<file path="src/rtl/rf_multiport_if.sv">
// Bus bundle for rf_multiport: the two read ports, the write port, the halt
// request, the cycle counter and the register-dump stream.
//
// Dump stream handshake: a word transfers on a rising clk edge where
// dump_valid and dump_ready are both 1. While dump_valid is 1 and
// dump_ready is 0, the producer holds dump_idx, dump_data and dump_last
// stable. dump_valid never depends on dump_ready.
interface rf_multiport_if #(
   parameter int DATA_W = 16,
   parameter int ADDR_W = 4,
   parameter int CNT_W  = 32
);
   // read ports
   logic [ADDR_W-1:0] rs_addr;
   logic [ADDR_W-1:0] rt_addr;
   logic [DATA_W-1:0] rs_data;
   logic [DATA_W-1:0] rt_data;
   // write port
   logic              we;
   logic [ADDR_W-1:0] rd_addr;
   logic [DATA_W-1:0] wr_data;
   // control and status
   logic              hlt;
   logic [CNT_W-1:0]  cycle_count;
   logic              busy;
   // dump stream
   logic              dump_valid;
   logic              dump_ready;
   logic [ADDR_W-1:0] dump_idx;
   logic [DATA_W-1:0] dump_data;
   logic              dump_last;

   // Side that drives addresses, write data, hlt and dump_ready.
   modport master (
      output rs_addr, rt_addr, we, rd_addr, wr_data, hlt, dump_ready,
      input  rs_data, rt_data, cycle_count, busy,
             dump_valid, dump_idx, dump_data, dump_last
   );

   // The register file itself.
   modport slave (
      input  rs_addr, rt_addr, we, rd_addr, wr_data, hlt, dump_ready,
      output rs_data, rt_data, cycle_count, busy,
             dump_valid, dump_idx, dump_data, dump_last
   );
endinterface

</file>
<file path="src/rtl/rf_multiport.sv">
// rf_multiport: 2-read / 1-write register file with a saturating cycle
// counter and a halt-triggered dump of every register followed by the
// frozen cycle count.
//
// FSM: RUN (normal operation, counter runs) -> DUMP (one word per register)
//      -> CNT (one final word carrying the count) -> HALTED (waits for hlt=0)
//      -> RUN. dbg_state encodes RUN=0, DUMP=1, CNT=2, HALTED=3.
module rf_multiport #(
   parameter int DATA_W   = 16,
   parameter int ADDR_W   = 4,
   parameter int CNT_W    = 32,
   parameter int ZERO_REG = 1,
   parameter int BYPASS   = 1
) (
   input  logic                 clk,
   input  logic                 rst_n,
   rf_multiport_if.slave        bus,
   output logic [1:0]           dbg_state
);

   localparam int DEPTH = 2 ** ADDR_W;
   localparam logic [ADDR_W-1:0] LAST_IDX = {ADDR_W{1'b1}};
   localparam logic [CNT_W-1:0]  CNT_MAX  = {CNT_W{1'b1}};

   typedef enum logic [1:0] {
      ST_RUN    = 2'd0,
      ST_DUMP   = 2'd1,
      ST_CNT    = 2'd2,
      ST_HALTED = 2'd3
   } state_t;

   state_t            state_q;
   state_t            state_d;
   logic [ADDR_W-1:0] ptr_q;
   logic [ADDR_W-1:0] ptr_d;
   logic [CNT_W-1:0]  cnt_q;
   logic              hlt_q;
   logic              hlt_rise;
   logic              busy_int;
   logic              wr_en;
   logic [DATA_W-1:0] regs [DEPTH];
   logic [DATA_W-1:0] cnt_word;
   logic [DATA_W-1:0] dump_word;

   // Writes are only taken when no dump is in flight, so the dump is a
   // consistent snapshot of the file as of the hlt edge.
   assign busy_int = (state_q == ST_DUMP) || (state_q == ST_CNT);
   assign wr_en    = bus.we && !busy_int;
   assign hlt_rise = bus.hlt && !hlt_q;

   // Count word for the final dump beat: low DATA_W bits, zero-extended
   // when the counter is narrower than a register.
   if (CNT_W >= DATA_W) begin : g_cnt_trunc
      assign cnt_word = cnt_q[DATA_W-1:0];
   end else begin : g_cnt_ext
      assign cnt_word = {{(DATA_W - CNT_W){1'b0}}, cnt_q};
   end

   // Register array; address 0 is never written when it is hardwired zero.
   always_ff @(posedge clk or negedge rst_n) begin
      if (!rst_n) begin
         for (int i = 0; i < DEPTH; i++) begin
            regs[i] <= '0;
         end
      end else if (wr_en && !(ZERO_REG != 0 && bus.rd_addr == '0)) begin
         regs[bus.rd_addr] <= bus.wr_data;
      end
   end

   // Read port rs: array read, optional forwarding of an accepted write,
   // and the zero-register override applied last so it always wins.
   always_comb begin
      bus.rs_data = regs[bus.rs_addr];
      if (BYPASS != 0 && wr_en && bus.rd_addr == bus.rs_addr) begin
         bus.rs_data = bus.wr_data;
      end
      if (ZERO_REG != 0 && bus.rs_addr == '0) begin
         bus.rs_data = '0;
      end
   end

   // Read port rt: same behaviour as rs.
   always_comb begin
      bus.rt_data = regs[bus.rt_addr];
      if (BYPASS != 0 && wr_en && bus.rd_addr == bus.rt_addr) begin
         bus.rt_data = bus.wr_data;
      end
      if (ZERO_REG != 0 && bus.rt_addr == '0) begin
         bus.rt_data = '0;
      end
   end

   // Registered copy of hlt, used to detect the level's rising edge.
   always_ff @(posedge clk or negedge rst_n) begin
      if (!rst_n) begin
         hlt_q <= 1'b0;
      end else begin
         hlt_q <= bus.hlt;
      end
   end

   // Cycle counter: advances only in RUN, freezes on the hlt edge that
   // starts a dump, and sticks at its maximum instead of wrapping.
   always_ff @(posedge clk or negedge rst_n) begin
      if (!rst_n) begin
         cnt_q <= '0;
      end else if (state_q == ST_RUN && !hlt_rise && cnt_q != CNT_MAX) begin
         cnt_q <= cnt_q + 1'b1;
      end
   end

   // FSM state and dump pointer registers.
   always_ff @(posedge clk or negedge rst_n) begin
      if (!rst_n) begin
         state_q <= ST_RUN;
         ptr_q   <= '0;
      end else begin
         state_q <= state_d;
         ptr_q   <= ptr_d;
      end
   end

   // FSM next state and pointer. The pointer is parked at 0 outside DUMP
   // so every dump starts at register 0. hlt is not looked at in DUMP or
   // CNT, so a started dump always runs to completion.
   always_comb begin
      state_d = state_q;
      ptr_d   = ptr_q;
      unique case (state_q)
         ST_RUN: begin
            ptr_d = '0;
            if (hlt_rise) begin
               state_d = ST_DUMP;
            end
         end
         ST_DUMP: begin
            if (bus.dump_ready) begin
               ptr_d = ptr_q + 1'b1;
               if (ptr_q == LAST_IDX) begin
                  state_d = ST_CNT;
               end
            end
         end
         ST_CNT: begin
            ptr_d = '0;
            if (bus.dump_ready) begin
               state_d = ST_HALTED;
            end
         end
         ST_HALTED: begin
            ptr_d = '0;
            if (!bus.hlt) begin
               state_d = ST_RUN;
            end
         end
         default: begin
            state_d = ST_RUN;
            ptr_d   = '0;
         end
      endcase
   end

   // Register value presented during DUMP; register 0 is forced to zero
   // when hardwired.
   always_comb begin
      dump_word = regs[ptr_q];
      if (ZERO_REG != 0 && ptr_q == '0) begin
         dump_word = '0;
      end
   end

   // Dump stream outputs, decoded purely from state so they clear the
   // moment reset is asserted.
   always_comb begin
      bus.dump_valid = 1'b0;
      bus.dump_last  = 1'b0;
      bus.dump_idx   = '0;
      bus.dump_data  = '0;
      unique case (state_q)
         ST_DUMP: begin
            bus.dump_valid = 1'b1;
            bus.dump_idx   = ptr_q;
            bus.dump_data  = dump_word;
         end
         ST_CNT: begin
            bus.dump_valid = 1'b1;
            bus.dump_last  = 1'b1;
            bus.dump_data  = cnt_word;
         end
         default: begin
            bus.dump_valid = 1'b0;
         end
      endcase
   end

   assign bus.busy        = busy_int;
   assign bus.cycle_count = cnt_q;
   assign dbg_state       = state_q;

endmodule

</file>
<file path="src/flat_wrapper.sv">
// flat-port wrapper written by rule: the top's interface ports become plain ports
module rf_multiport_flat 
#(
   parameter int DATA_W   = 16,
   parameter int ADDR_W   = 4,
   parameter int CNT_W    = 32,
   parameter int ZERO_REG = 1,
   parameter int BYPASS   = 1
)
  (clk, rst_n, dbg_state, bus_rs_addr, bus_rt_addr, bus_we, bus_rd_addr, bus_wr_data, bus_hlt, bus_dump_ready, bus_rs_data, bus_rt_data, bus_cycle_count, bus_busy, bus_dump_valid, bus_dump_idx, bus_dump_data, bus_dump_last);
  rf_multiport_if #(.DATA_W(DATA_W), .ADDR_W(ADDR_W), .CNT_W(CNT_W)) bus_i ();
  input  logic clk;
  input  logic rst_n;
  output logic [1:0] dbg_state;
  input wire logic [$bits(bus_i.rs_addr)-1:0] bus_rs_addr;
  input wire logic [$bits(bus_i.rt_addr)-1:0] bus_rt_addr;
  input wire logic [$bits(bus_i.we)-1:0] bus_we;
  input wire logic [$bits(bus_i.rd_addr)-1:0] bus_rd_addr;
  input wire logic [$bits(bus_i.wr_data)-1:0] bus_wr_data;
  input wire logic [$bits(bus_i.hlt)-1:0] bus_hlt;
  input wire logic [$bits(bus_i.dump_ready)-1:0] bus_dump_ready;
  output wire logic [$bits(bus_i.rs_data)-1:0] bus_rs_data;
  output wire logic [$bits(bus_i.rt_data)-1:0] bus_rt_data;
  output wire logic [$bits(bus_i.cycle_count)-1:0] bus_cycle_count;
  output wire logic [$bits(bus_i.busy)-1:0] bus_busy;
  output wire logic [$bits(bus_i.dump_valid)-1:0] bus_dump_valid;
  output wire logic [$bits(bus_i.dump_idx)-1:0] bus_dump_idx;
  output wire logic [$bits(bus_i.dump_data)-1:0] bus_dump_data;
  output wire logic [$bits(bus_i.dump_last)-1:0] bus_dump_last;
  assign bus_i.rs_addr = bus_rs_addr;
  assign bus_i.rt_addr = bus_rt_addr;
  assign bus_i.we = bus_we;
  assign bus_i.rd_addr = bus_rd_addr;
  assign bus_i.wr_data = bus_wr_data;
  assign bus_i.hlt = bus_hlt;
  assign bus_i.dump_ready = bus_dump_ready;
  assign bus_rs_data = bus_i.rs_data;
  assign bus_rt_data = bus_i.rt_data;
  assign bus_cycle_count = bus_i.cycle_count;
  assign bus_busy = bus_i.busy;
  assign bus_dump_valid = bus_i.dump_valid;
  assign bus_dump_idx = bus_i.dump_idx;
  assign bus_dump_data = bus_i.dump_data;
  assign bus_dump_last = bus_i.dump_last;
  rf_multiport #(.DATA_W(DATA_W), .ADDR_W(ADDR_W), .CNT_W(CNT_W), .ZERO_REG(ZERO_REG), .BYPASS(BYPASS)) u_core (.clk(clk), .rst_n(rst_n), .bus(bus_i), .dbg_state(dbg_state));
endmodule
</file>
<file path="config.mk">
export PLATFORM = sky130hd
export DESIGN_NAME = rf_multiport_flat
export DESIGN_NICKNAME = d
export VERILOG_FILES = /design/src/rtl/rf_multiport_if.sv /design/src/rtl/rf_multiport.sv /design/src/flat_wrapper.sv
export SDC_FILE = /design/constraint.sdc
export NUM_CORES = 1
export LEC_CHECK = 0
export BUFFER_PORTS_ARGS = -buffer_cell sky130_fd_sc_hd__buf_2
export CORE_MARGIN = 1.5
export CORE_UTILIZATION = 45
export DETAILED_ROUTE_END_ITERATION = 8
export PLACE_DENSITY = 0.6
export SLEW_MARGIN = 20
export SYNTH_ARGS = -nofsm -noshare
export SYNTH_HDL_FRONTEND = slang
export SYNTH_SLANG_ARGS = --single-unit
export TNS_END_PERCENT = 30
</file>
<file path="constraint.sdc">
create_clock -name clk -period 3.5 [get_ports clk]
set_clock_uncertainty 0.15 [all_clocks]
set_input_delay 0.7 -clock clk [delete_from_list [all_inputs] [get_ports clk]]
set_output_delay 0.7 -clock clk [all_outputs]
set_load 0.01 [all_outputs]
</file>
==> results of run 1 <==
-- logic make-up (layout without fill, tap and decap cells) --
group | Yosys count | count (layout)
XOR/XNOR | 36 | 36
multiplexers | 472 | 472
AO/OA/AOI/OAI | 143 | 143
buffers and inverters | 136 | 284
flip-flops | 295 | 295
AND/OR/NAND/NOR | 188 | 188
adder cells (fa/ha/maj) | 8 | 8
-- power groups by stage --
| stage | clock network [mW] | registers, mW | logic, mW |
|---|---|---|---|
| final | 3.49 | 5.82 | 5.52 |
| after floorplan | 0 | 5.44 | 3.87 |
| after detailed placement | 0 | 5.84 | 5.19 |
| after CTS | 3.57 | 5.78 | 5.29 |
| after global placement | 0 | 5.75 | 5.12 |
| after global routing | 3.70 | 6.00 | 5.87 |
-- state kept, by name, summed over array words and instances (netlist names) --
| register | flops |
|---|---|
| u_core.hlt_q | 1 |
| u_core.bus.cycle_count | 32 |
| u_core.ptr_q | 4 |
| u_core.dbg_state | 2 |
| u_core.regs | 256 |
-- cell usage in the layout, fill, tap and decap left out, drive strengths merged, types with 26 or more instances in the layout --
cell type  Yosys  final
mux2i         36     36
mux4         192    192
nand2         56     56
nand3         26     26
a22oi         64     64
nor2          36     36
a22o          32     32
buf           67    216
dfrtp        295    295
clkbuf        61     54
mux2         244    244
-- how the worst max path moves through the flow --
stage                              startpoint          endpoint  slack, ns
final                         u_core.ptr_q[0]  bus_dump_data[5]      -0.03
after global routing          u_core.ptr_q[0]  bus_dump_data[0]      -0.06
after CTS                 u_core.dbg_state[0]    bus_rt_data[5]      -0.01
after detailed placement       bus_rd_addr[3]    bus_rs_data[6]      -0.08
after global placement         bus_rt_addr[0]   bus_rt_data[13]       0.07
after floorplan           u_core.dbg_state[0]   bus_rt_data[10]       0.53
-- layer usage --
| metal | share of wire (%) | vias up |
|---|---|---|
| met5 | 0.047 | - |
| met4 | 3.0 | 4 |
| met3 | 6.3 | 91 |
| met2 | 50 | 475 |
| met1 | 41 | 6671 |
| li1 | - | 5250 |
-- final cells by class --
class                           count  share of cell area (%)
Clock buffer                       52                    4.92
Tap cell                          518                    3.09
Sequential cell                   295                    35.2
Multi-Input combinational cell    847                    48.2
Timing Repair Buffer              219                    8.20
Inverter                            8                   0.143
Clock inverter                      5                   0.238
-- worst max-delay path, delay by kind of cell (launching register included) --
family                 cells  cell delay [ns]
AOI/OAI and AO/OA          1             0.15
buffers and inverters      4             0.64
DFF                        1             0.57
muxes                      2             0.78
-- metrics by stage --
step	area [um2]	util (%)	setup TNS [ns]
2_1_floorplan	17900	-	0
3_3_place_gp	19500	49.9	0
3_5_place_dp	19500	49.9	-0.967
4_1_cts	20700	53.1	-0.0230
5_1_grt	21000	53.8	-0.422
6_report	21000	53.8	-0.0252
-- timing repair --
item,CTS,global route
endpoints found under the setup margin,48,46
hold endpoints to repair,0,1
hold buffers,0,1
gates cloned,0,2
gates resized for setup,20,24
pin swaps,0,1
setup buffers,4,14
==> run metrics, run 1 <==
Tmin final=3.53 ns; Yosys cell types=56; met2 Usage GRT=44.7%; cells after synthesis=1278; syn_nets=1319; most frequent cell after synthesis=dfrtp_1; worst slew pin tran=1.19 ns; Worst path max stage delay=0.57 ns; worst r2r src=u_core.dbg_state[0]; Global Route met3 Usage=5.04%; sequential fraction of the synthesis area=41.2%; Worst EP required=2.65 ns; Slew headroom=20.0%; cell accounting for the most synthesized area=dfrtp_1; Combinational Power Share=37.3%; Fillers=3214; Clock Root Buffer=clkbuf_16; Reg2Reg Depth=8; complex-gate fraction of the synthesized area=5.63%; final setup fails=1; GR Util met1=35.9%; WHS=0.166 ns; largest family of logic cells by synthesized area=multiplexers; Hold Crit Depth=1; die width=203 um; Worst Hold Path EP=u_core.hlt_q; r2r setup slk=0.72 ns; EDFF count, synth=0; remaining antenna violation count=0; row count=72; Post-Synth Adder-Cell Area=0.558%; Ports=122; Critical Path Sink Type=primary output; worst skew pair latency=0.52 ns; Synth Area in Simple Gates=5.96%; largest net degree at the start of global routing=77; vias after detailed routing=12500; Pleak=9.03 nW; area of the multi-input gates=0.0101 mm2; r2r endpoint=u_core.regs[47]; Final #Nets=1447; Max Cap Viol=0; WS Path Type=reg -> out; Inst Count DP=1867; RSZ-0062 raised after global routing=true; Final Hold Viols=0; HPWL Detailed=36.4 mm; DP Worst Slack=-0.0779 ns; average cell area after synthesis=14.0 um2; top-area cell type share of the netlist area=41.2%; antenna violations before repair=2; Critical Path AT=2.68 ns; wire length per cell=28.5 um; Layout area overhead=17.0%; CTS tree=yes; die area=0.0411 mm2; P_int=10.1 mW; Final Instance Count excl. Fillers=1944; # DRC=0; worst-path cell chain=buf_12 > clkbuf_16 > buf_4 > mux4_2 > mux2i_2 > o21ai_1 > buf_2; Final Max Tran Viols=0; gr busiest metal=met2; Clock power frac=23.5%; sw frac=32.1%; share of power burned in registers=39.2%; via density per instance=6.43; failing checks=setup timing; multiplexer share of the synthesized area=41.5%; setup slack after layout=-0.0252 ns; Crit Path Max Fanout=7; GRT overflow=0; CTS buffer count=35; first-pass iteration count of the detailed router=5; vias in the first global route=12700; Die Ht=203 um; first-pass GRT wire length=82.2 mm; startpoint types=register; worst IR drop on VDD=0.308 mV; Hold Path Class=in -> reg; Routed WL=55.5 mm; # clock sinks=295; core area=0.0390 mm2; Storage cell area=0.00739 mm2; clock slew at reported path FFs=0.05 ns; layout cell share with drive strength beyond 1=52.9%; Synth Warn #=0; Slowest-stage cell, CP=dfrtp_4; Max Buffers Root-to-Sink=3; HP Start=bus_hlt; total power=14.8 mW; port buffer count=121; Max Fclk=284 MHz; asr flop ratio synth=100%; Initial Util=46.0%; Net Sw Power=4.76 mW; ys flop type=dfrtp_1; Ant. Diodes=0; Pwr Density=707 mW/mm2; DRT iter0 DRCs=1077; Synth Area in XOR/XNOR=1.76%; fin crit share=101%; GP Congestion=0.876; run status=complete, but fails checks; GRT Util Overall=27.1%; FF+latch count, synth=295; Synth top cells by count=295 x dfrtp_1, 243 x mux2_2, 192 x mux4_2; CTS H-Tree Depth=2; Area contributors post-synth=dfrtp_1 41%, mux4_2 24%, mux2_2 15%; mapped cell area=0.0179 mm2
No activity file was read; power rests on OpenSTA's default activity.
==> run 2, diff against run 1 <==
Settings changed: SKIP_CTS_REPAIR_TIMING from default to 1.
==> run metrics, run 2 (synthesis gave the netlist of run 1 again) <==
vias after detailed routing=12600; GRT overflow=0; most common cell after layout, fill and taps aside=dfrtp_1; Routed WL=56.6 mm; Reg with most FFs=u_core.regs; final instance area=0.0212 mm2; antenna violations before repair=2; die area=0.0411 mm2; max reg flops=256; core area=0.0390 mm2; largest net degree at the start of global routing=77; Final Instance Count excl. Fillers=1959; Crit Path Max Fanout=12; Critical Path Sink Type=primary output; Pleak=9.13 nW; layout cell share with drive strength beyond 1=54.3%; worst r2r src=u_core.dbg_state[0]; Slew headroom=20.2%; DP Worst Slack=-0.0779 ns; Final Max Tran Viols=0; Hold Crit Depth=1; via density per instance=6.44; Max Cap Viol=0; Final Hold Viols=0; Hold Path Class=in -> reg; placed cell area=0.0195 mm2; # clock sinks=295; most frequent cells in the layout=292 x dfrtp_1, 243 x mux2_2, 192 x mux4_2; row count=72; DRT iter0 DRCs=1076; Pwr Density=708 mW/mm2; setup tns final=0 ns; wire length per cell=28.9 um; worst skew pair latency=0.52 ns; final setup fails=0; # DRC=0; Reg2Reg Depth=8; vias in the first global route=12600; Worst EP required=2.65 ns; fin crit share=99.7%; Ports=122; Ant. Diodes=0; GP Congestion=0.876; Final #Nets=1462; Die Ht=203 um; Clock Root Buffer=clkbuf_16; Tmin final=3.49 ns; CTS tree=yes; first-pass iteration count of the detailed router=5; setup slack after layout=0.00971 ns; startpoint types=input port; first-pass GRT wire length=81.9 mm; HP Start=bus_hlt; WS Path Type=in -> out; worst IR drop on VDD=0.326 mV; RSZ-0062 raised after global routing=true; run status=finished clean; Max Buffers Root-to-Sink=3; HPWL Detailed=36.4 mm; remaining antenna violation count=0; total power=15.0 mW; port buffer count=121; GRT Util Overall=26.9%; Max Fclk=287 MHz; Worst Hold Path EP=u_core.hlt_q; CTS buffer count=35; r2r endpoint=u_core.regs[47]; clock slew at reported path FFs=0.05 ns; Critical Path AT=2.64 ns; die width=203 um; worst slew pin tran=1.19 ns; Fillers=3189; r2r setup slk=0.73 ns; CTS H-Tree Depth=2; Initial Util=46.0%; Layout area overhead=18.3%; Inst Count DP=1867
run 2: worst max path at each step:
stage                                    from               end  slack (ns)  depth (start not counted)
after floorplan           u_core.dbg_state[0]   bus_rt_data[10]        0.53                          8
after global placement         bus_rt_addr[0]   bus_rt_data[13]        0.07                          7
after detailed placement       bus_rd_addr[3]    bus_rs_data[6]       -0.08                          6
after CTS                 u_core.dbg_state[0]    bus_rs_data[6]       -0.56                          7
after global routing          u_core.ptr_q[0]  bus_dump_data[5]       -0.03                         12
final                          bus_rt_addr[2]   bus_rt_data[13]        0.01                          7
run 2: area by class of cell:
cell class,instances,area [um2],share of cell area [%]
well taps,518,648,3.05
clock buffers,52,1030,4.86
clock inverters,5,50.0,0.236
inverters,8,32.5,0.153
flip-flops and latches,295,7390,34.8
repair buffers,234,1880,8.87
multi-input cells,847,10200,48.0
run 2: per-layer routing:
layer / track usage, % / wire length [um] / vias to the layer above / share of wire, %
li1: - / - / 5276 / -
met1: 35.6 / 22700 / 6725 / 40
met2: 44.2 / 28100 / 517 / 50
met3: 5.59 / 4160 / 97 / 7.3
met4: 9.42 / 1580 / 4 / 2.8
met5: 0 / 27 / - / 0.048
run 2: worst max-delay path, cell delays in order:
cell and delay, ns:
buf_2 0.14, nor2b_2 0.96, buf_4 0.31, a22oi_1 0.10, nand2_1 0.15, a22o_1 0.15
buf_2 0.13
run 2: where the power goes:
part | total, mW | internal (mW) | leakage [nW] | switching, mW
logic | 5.73 | 3.44 | 4.73 | 2.29
registers | 5.80 | 4.64 | 3.86 | 1.17
clock network | 3.49 | 2.10 | 0.533 | 1.40
run 2: stage by stage:
step / util, % / hold WS [ns]
global placement: 49.9 / 0.246
CTS: 52.7 / 0.0159
finish: 54.4 / 0.169
global route: 54.4 / 0.155
detailed placement: 49.9 / 0.252
floorplan: - / 0.254
